## src/rtl/proc_pkg.sv

```systemverilog
// proc_pkg: opcode and timestep encodings shared by the bus processor core and its ALU.
package proc_pkg;
  localparam int OP_W = 4;
  typedef enum logic [OP_W-1:0] {
    OP_LOAD, OP_MOV, OP_ADD, OP_SUB, OP_AND, OP_OR, OP_XOR,
    OP_NOT, OP_SHL, OP_SHR, OP_INC
  } opcode_e;
  typedef enum logic [1:0] {T0, T1, T2, T3} tstep_e;
endpackage

```

## src/rtl/proc_alu.sv

```systemverilog
// proc_alu: combinational ALU; carry is carry-out, borrow, or the bit shifted out.
module proc_alu import proc_pkg::*; #(
  parameter int DATA_W = 10
) (
  input  logic [DATA_W-1:0] a,
  input  logic [DATA_W-1:0] b,
  input  opcode_e           op,
  output logic [DATA_W-1:0] result,
  output logic              carry
);
  always_comb begin
    {carry, result} = '0;
    case (op)
      OP_ADD:  {carry, result} = {1'b0, a} + {1'b0, b};
      OP_SUB:  {carry, result} = {1'b0, a} - {1'b0, b};
      OP_AND:  result = a & b;
      OP_OR:   result = a | b;
      OP_XOR:  result = a ^ b;
      OP_NOT:  result = ~a;
      OP_SHL:  {carry, result} = {a, 1'b0};
      OP_SHR:  {result, carry} = {1'b0, a};
      OP_INC:  {carry, result} = {1'b0, a} + (DATA_W+1)'(1);
      default: ;
    endcase
  end
endmodule

```

## src/rtl/bus_processor_core.sv

```systemverilog
// bus_processor_core: single-bus multi-cycle core; define PROC_FLAGS_EN to build the Z/C flag registers.
module bus_processor_core import proc_pkg::*; #(
  parameter int DATA_W = 10,
  parameter int NREG = 4,
  localparam int RSEL_W = $clog2(NREG)
) (
  input  logic              clk,
  input  logic              rst,
  input  logic              step,
  input  logic [DATA_W-1:0] in_data,
  input  logic [RSEL_W-1:0] peek_sel,
  output logic [DATA_W-1:0] bus,
  output logic [DATA_W-1:0] reg_out,
  output logic [1:0]        tstep,
  output logic              done,
  output logic              err,
  output logic              flag_z,
  output logic              flag_c
);
  localparam int IR_W = OP_W + 2*RSEL_W;
  tstep_e tstep_q, tstep_n;
  logic [IR_W-1:0] ir;
  logic [DATA_W-1:0] regs [NREG];
  logic [DATA_W-1:0] a_q, g_q, alu_r;
  logic alu_c, is_alu, is_ill, wr;
  logic [OP_W-1:0] op;
  logic [RSEL_W-1:0] rx, ry;
  assign op = ir[IR_W-1 -: OP_W];
  assign rx = ir[IR_W-1-OP_W -: RSEL_W];
  assign ry = ir[RSEL_W-1:0];
  assign is_alu = op >= OP_ADD && op <= OP_INC;
  assign is_ill = op > OP_INC;
  assign tstep = tstep_q;
  assign reg_out = regs[peek_sel];
  always_ff @(posedge clk or posedge rst)
    if (rst) tstep_q <= T0;
    else tstep_q <= tstep_n;
  always_comb begin
    tstep_n = !step ? tstep_q :
              tstep_q == T0 ? T1 :
              tstep_q == T1 ? (is_alu ? T2 : T0) :
              tstep_q == T2 ? T3 : T0;
    bus = tstep_q == T0 ? in_data :
          tstep_q == T1 ? (op == OP_LOAD ? in_data : op == OP_MOV ? regs[ry] : regs[rx]) :
          tstep_q == T2 ? regs[ry] : g_q;
    wr = tstep_q == T3 || (tstep_q == T1 && (op == OP_LOAD || op == OP_MOV));
  end
  proc_alu #(.DATA_W(DATA_W)) u_alu (
    .a(a_q), .b(bus), .op(opcode_e'(op)), .result(alu_r), .carry(alu_c)
  );
  // Every register write takes its data from the bus, so load, move and write-back share one path.
  always_ff @(posedge clk or posedge rst)
    if (rst) begin
      ir <= '0;
      a_q <= '0;
      g_q <= '0;
      done <= 1'b0;
      err <= 1'b0;
      for (int i = 0; i < NREG; i++) regs[i] <= '0;
    end else if (step) begin
      if (tstep_q == T0) begin
        ir <= in_data[DATA_W-1 -: IR_W];
        done <= 1'b0;
      end
      if (tstep_q == T1) begin
        a_q <= bus;
        if (!is_alu) done <= 1'b1;
        if (is_ill) err <= 1'b1;
      end
      if (tstep_q == T2) g_q <= alu_r;
      if (tstep_q == T3) done <= 1'b1;
      if (wr) regs[rx] <= bus;
    end
`ifdef PROC_FLAGS_EN
  logic z_q, c_q;
  always_ff @(posedge clk or posedge rst)
    if (rst) begin
      z_q <= 1'b0;
      c_q <= 1'b0;
    end else if (step && tstep_q == T2) begin
      z_q <= alu_r == '0;
      c_q <= alu_c;
    end
  assign flag_z = z_q;
  assign flag_c = c_q;
`else
  assign flag_z = 1'b0;
  assign flag_c = 1'b0;
`endif
endmodule

```

## config.mk

```make
export PLATFORM = sky130hd
export DESIGN_NAME = bus_processor_core
export DESIGN_NICKNAME = d
export VERILOG_FILES = /design/src/rtl/proc_pkg.sv /design/src/rtl/proc_alu.sv /design/src/rtl/bus_processor_core.sv
export SDC_FILE = /design/constraint.sdc
export NUM_CORES = 1
export LEC_CHECK = 0
export ABC_AREA = 1
export CAP_MARGIN = 20
export CORE_ASPECT_RATIO = 0.6
export CORE_MARGIN = 10
export CORE_UTILIZATION = 47
export CTS_BUF_LIST = sky130_fd_sc_hd__clkbuf_4
export DETAILED_ROUTE_END_ITERATION = 7
export PLACE_DENSITY = 0.72
export SLEW_MARGIN = 20
export SYNTH_ARGS = -nofsm -noshare
export SYNTH_HDL_FRONTEND = slang
export SYNTH_SLANG_ARGS = --single-unit
```

## constraint.sdc

```tcl
create_clock -name clk -period 5.5 [get_ports clk]
set_input_delay 1.375 -clock clk [delete_from_list [all_inputs] [get_ports clk]]
set_output_delay 1.375 -clock clk [all_outputs]
set_load 0.02 [all_outputs]
```

## Word level (Yosys, flattened, before mapping)

Index checks and enable logic that the tools add are counted.
W data, S select, Z words.

- Register bits: 72
- Latch bits: 0
- Bits in writable memories: 0
- Memory bits (read-only): 0
- Input bits: 15
- Output and inout port bits: 26
- Logic and storage cells: 78
- Memories: 0

- $add $sub $neg: 3
- Multipliers: 0
- Div/mod/pow operators: 0
- $lt $le $gt $ge: 7
- Equality and inequality tests: 13
- Shifts and indexed selects: 0
- Multiplexer cells: 26
- Bitwise logic cells: 7
- Reduce and logical (&&, ||, !) cells: 12

Operator list:

| cell | number |
|---|---|
| $mux W10 | 12 |
| $pmux W10 S9 | 1 |
| $bmux W10 S2 | 3 |
| $bwmux W40 | 1 |
| $demux W10 S2 | 1 |
| $eq A4 B3 Y1 const B | 4 |
| $eq A4 B4 Y1 const B | 3 |
| $add A10 B1 Y10 const B | 1 |
| $add A10 B10 Y10 | 1 |
| $and A10 B10 Y10 | 1 |
| $not A10 Y10 | 1 |
| $or A10 B10 Y10 | 1 |
| $sub A10 B10 Y10 | 1 |
| $xor A10 B10 Y10 | 1 |
| $ge A3 B3 Y1 const B | 3 |
| $not A2 Y3 | 3 |
| $eq A4 B2 Y1 const B | 2 |
| $mux W2 | 4 |
| $reduce_and A2 Y1 | 4 |
| $eq A2 B2 Y1 const B | 2 |
| $eq A4 B1 Y1 const B | 1 |
| $ge A4 B2 Y1 const B | 1 |
| $gt A4 B4 Y1 const B | 1 |
| $le A4 B4 Y1 const B | 1 |
| other kinds (8) | 14 |

## Longest topological paths before layout

- Depth in word-level cells: 10
- Gate-level depth with buffers: 32
- Mapped depth without buffers: 31

## By module

From an unflattened synthesis, not the netlist that was laid out.

- Cells, all modules: 1,029
- Area total of the unflattened synthesis: 6,454.9 um2

By module, submodules not included:

| module | times used | cells an instance | area an instance (um2) |
|---|---|---|---|
| bus_processor_core | 1 | 657 | 4,453.0 |
| proc_alu | 1 | 372 | 2,001.9 |

## Worst setup path before layout

No wires, ideal clock.

- Path kind: in2reg
- Start: input port in_data[1]
- End: register g_q[8]
- Setup time: 0.083 ns
- Arrival time: 4.194 ns
- Data required time: 5.417 ns
- Setup slack: 1.224 ns
- Stages on the path: 24
- Path buffers: 0
- Path through: nand2_1 -> nand3_1 -> nand2_1 -> a21oi_4 -> inv_1 -> ha_1 -> inv_1 -> o22ai_1 -> inv_1 -> fa_1 -> inv_1 -> a21oi_1 -> o21ai_0 -> nand2_1 -> nand2_1 -> a21oi_1 -> or2_2 -> nand2_1 -> a21oi_1 -> nand2_1 -> nand2_1 -> o21ai_0 -> nand2_1 -> o21ai_0

- Cells in the longest elaborated chain, start to end: 5

Ends and longest elaborated chain:

| element | RTL line | RTL |
|---|---|---|
| from (decl) | bus_processor_core.sv:10 | `input logic [DATA_W-1:0] in_data,` |
| $mux W10 (2 in a row) | bus_processor_core.sv:44 | `tstep_q == T1 ? (op == OP_LOAD ? in_data : op == OP_MOV ? regs[ry] : regs[rx]) :` |
| $mux W10 * | bus_processor_core.sv:43 | `bus = tstep_q == T0 ? in_data :` |
| named net bus[1] | bus_processor_core.sv:12 | `output logic [DATA_W-1:0] bus,` |
| $sub A10 B10 Y10 or $add A10 B10 Y10 (tied branches) | proc_alu.sv:15, proc_alu.sv:14 |  |
| $pmux W10 S9 * | proc_alu.sv:13 | `case (op)` |
| to (signal assigned) | bus_processor_core.sv:70 | `if (tstep_q == T2) g_q <= alu_r;` |
| to (decl) | bus_processor_core.sv:24 | `logic [DATA_W-1:0] a_q, g_q, alu_r;` |

The timed path passes the listed nets; every way through them passes the cells marked *.
A chain may end at the register's enable or synchronous reset.

## Worst setup path in the final report

- Start: input port peek_sel[0]
- End: output port reg_out[8]

- Cells in the longest elaborated chain, start to end: 4

Ends and longest elaborated chain:

| element | RTL line | RTL |
|---|---|---|
| from (decl) | bus_processor_core.sv:11 | `input logic [RSEL_W-1:0] peek_sel,` |
| $not A2 Y3 (not written as such) | bus_processor_core.sv:34 | `assign reg_out = regs[peek_sel];` |
| $bmux W10 S2 | bus_processor_core.sv:34 |  |
| $mux W10 (not written as such) (2 in a row) | bus_processor_core.sv:34 |  |
| to (decl) | bus_processor_core.sv:13 | `output logic [DATA_W-1:0] reg_out,` |

No other way between the ends. The select of a mux whose other input is x is not followed.

==> impl_metrics.py <==
metrics = {
    "floorplan": {
        "die_area_um2": 16600,
        "core_area_um2": 11400,
        "die_w_um": 160,
        "io_pins": 41,
        "start_util": 0.484,
        "rows": 30,
        "die_h_um": 104,
    },
    "critical_path": {
        "reg2reg_setup_slack_ns": 1.03,
        "worstPathMaxFanout": 21,
        "cp.required_ns": 4.12,
        "critPathLaunchType": "input pin",
        "worstSetupPathType": "in -> out",
        "arrival_ns": 3.37,
        "cp-end-kind": "output port",
    },
    "synth": {
        "synth-seq-area-share": 0.328,
        "ys.flop_type": "dfrtp_1",
        "syn_area_um2": 5500,
        "synth_top_area_frac": 0.328,
        "synthDominantAreaCellType": "dfrtp_1",
        "synth.area.top_cells": "dfrtp_1 (33%), nand2_1 (19%), o21ai_0 (9.7%)",
        "synth_commonest_cells": "nand2_1 (279), o21ai_0 (107), dfrtp_1 (72), inv_1 (68), nand3_1 (58)",
        "syn_inst": 819,
        "synth-seq-cells": 72,
        "avgSynthCellArea_um2": 6.72,
        "ys_types": 46,
        "synthArstFlopShare": 1.00,
        "ys_warn_count": 0,
        "yosysMostFrequentCell": "nand2_1",
        "synth-edff-count": 0,
    },
    "global_route": {
        "grt_pass1_wl_um": 29000,
        "grt_use_total": 0.212,
        "overflow": 0,
        "grt_pass1_vias": 5238,
        "grt_start_max_net_pins": 41,
        "antenna_found_initial": 0,
    },
    "timing": {
        "clock_skew_ns": 0.0176,
        "fin_setup_tns_ns": 0,
        "fin_crit_ns": 4.75,
        "slew_violations": 0,
        "setup_viol": 0,
        "max_freq_mhz": 211,
        "slew_headroom": 0.352,
        "rsz0062_at_grt": "no",
        "timing.final.crit_share": 0.863,
        "worst_slack_ns": 0.753,
        "tightest_slew_ns": 0.968,
        "hold_viol": 0,
    },
    "finish": {
        "area_growth_pct": 11.5,
        "multi_input_area_um2": 3230,
        "diodes": 0,
        "fin_util": 0.539,
        "nets": 896,
        "drive_above_1_share": 0.0830,
        "ff_latch_area_um2": 1800,
        "fill_cells": 1113,
    },
    "drt": {
        "num_vias": 5803,
        "firstDrtPassIters": 5,
        "ant_nets": 0,
        "drt_iter0_markers": 781,
        "drt-total-wl_um": 17800,
        "drt-wirelength-per-cell_um": 17.5,
        "vias_per_cell": 5.72,
        "route.detailed.drc": 0,
    },
    "cts": {
        "htree_levels": 3,
        "clock_latency_ns": 0.45,
        "cts_buffer_depth": 2,
        "cts_setup_buffers": 0,
        "postCtsHoldBufs": 0,
        "clk_pin_slew_ns": 0.12,
        "cts.sinks": 72,
        "cts-root-buf": "clkbuf_4",
        "cts_buffers": 9,
        "post_cts_resized": 0,
        "cts_tree": "yes",
    },
    "status": {
        "status": "finished clean",
    },
    "placement": {
        "dp_hpwl_um": 13000,
        "port_buffers": 38,
        "gp_congestion": 0.961,
        "pre_cts_ws_ns": 0.455,
    },
    "pwr": {
        "ir_drop_mv": 0.359,
        "power_density_nw_per_um2": 653,
        "cellLeakagePower_nw": 2.90,
    },
    "job": {
        "drv_cap": 0,
    },
    "hold_path": {
        "hold_class": "reg -> reg",
    },
}
[worst max-delay path: stages]
cell and delay (ns):
clkdlybuf4s50_1 0.42, inv_1 0.54, o21ai_0 0.20, o22ai_1 0.19, clkdlybuf4s50_1 0.64
[power by group]
part,total [mW],switching [mW],internal (mW)
Clock,0.336,0.202,0.134
Combinational,2.64,1.73,0.914
Sequential,1.03,0.267,0.761
[kinds of logic (layout without fill, tap and decap cells)]
logic type	after synthesis	in the layout	share of synthesized area
and+or+nand+nor	425	425	0.324
other	1	2	0.000682
DFF	72	72	0.328
buffers and inverters	112	147	0.0867
xor gates and xnor gates	1	1	0.00159
adders and majority gates	31	31	0.0719
AOI/OAI and AO/OA	177	177	0.187
[placed cells by master, fill, tap and decap left out, types with 3 or more instances in the layout]
cell and count:
nand4_1 7, inv_1 67, nand2_1 279, clkinv_2 5, inv_2 9, nor2_1 50, o21ai_2 3, dfrtp_1 72
or2_2 9, ha_1 30, clkinv_1 4, a21oi_1 16, o21ai_1 4, o2111ai_1 6, clkdlybuf4s50_1 38, o22ai_1 20
nand3_1 58, buf_4 12, a221oi_1 6, nand2_2 5, nor2_2 8, clkbuf_4 9, o21ai_0 107
[sequential cells by signal, summed over array words and instances, names as in the netlist]
name,cells
g_q,10
tstep,2
ir,8
done,1
a_q,10
err,1
regs,40
[per-layer routing]
metal	GRT usage	up-vias	wire length (um)
li1	-	2778	-
met2	0.272	343	6780
met3	0.0636	29	2090
met5	0	-	0
met1	0.332	2653	8720
met4	0.0375	0	200
[path summary, 6_finish.rpt]
check,depth (start not counted),to,startpoint
worst max-delay path,5,reg_out[8],peek_sel[0]
worst min-delay path,1,err,err
worst max register to register,26,g_q[9],tstep[1]
worst min register to register,1,err,err
max in group asynchronous,3,g_q[5],rst
min in group asynchronous,2,regs[12],rst
[cell type report]
| cell class | count | share of cell area |
|---|---|---|
| clock buffers | 9 | 0.0110 |
| inverters | 81 | 0.0500 |
| multi-input cells | 636 | 0.526 |
| clock inverters | 7 | 0.0102 |
| well taps | 160 | 0.0326 |
| flip-flops and latches | 72 | 0.294 |
| repair buffers | 50 | 0.0767 |
[per-stage QoR]
stage,instances,area (um^2),hold slack [ns],power [mW]
6_report,1015,6130,0.487,4.00
5_1_grt,1015,6130,0.551,4.38
4_1_cts,1015,6130,0.495,3.94
3_5_place_dp,999,6000,0.465,3.60
3_3_place_gp,999,6000,0.463,3.57
2_1_floorplan,820,5500,0.444,2.81
Power figures use the tool's default switching activity.
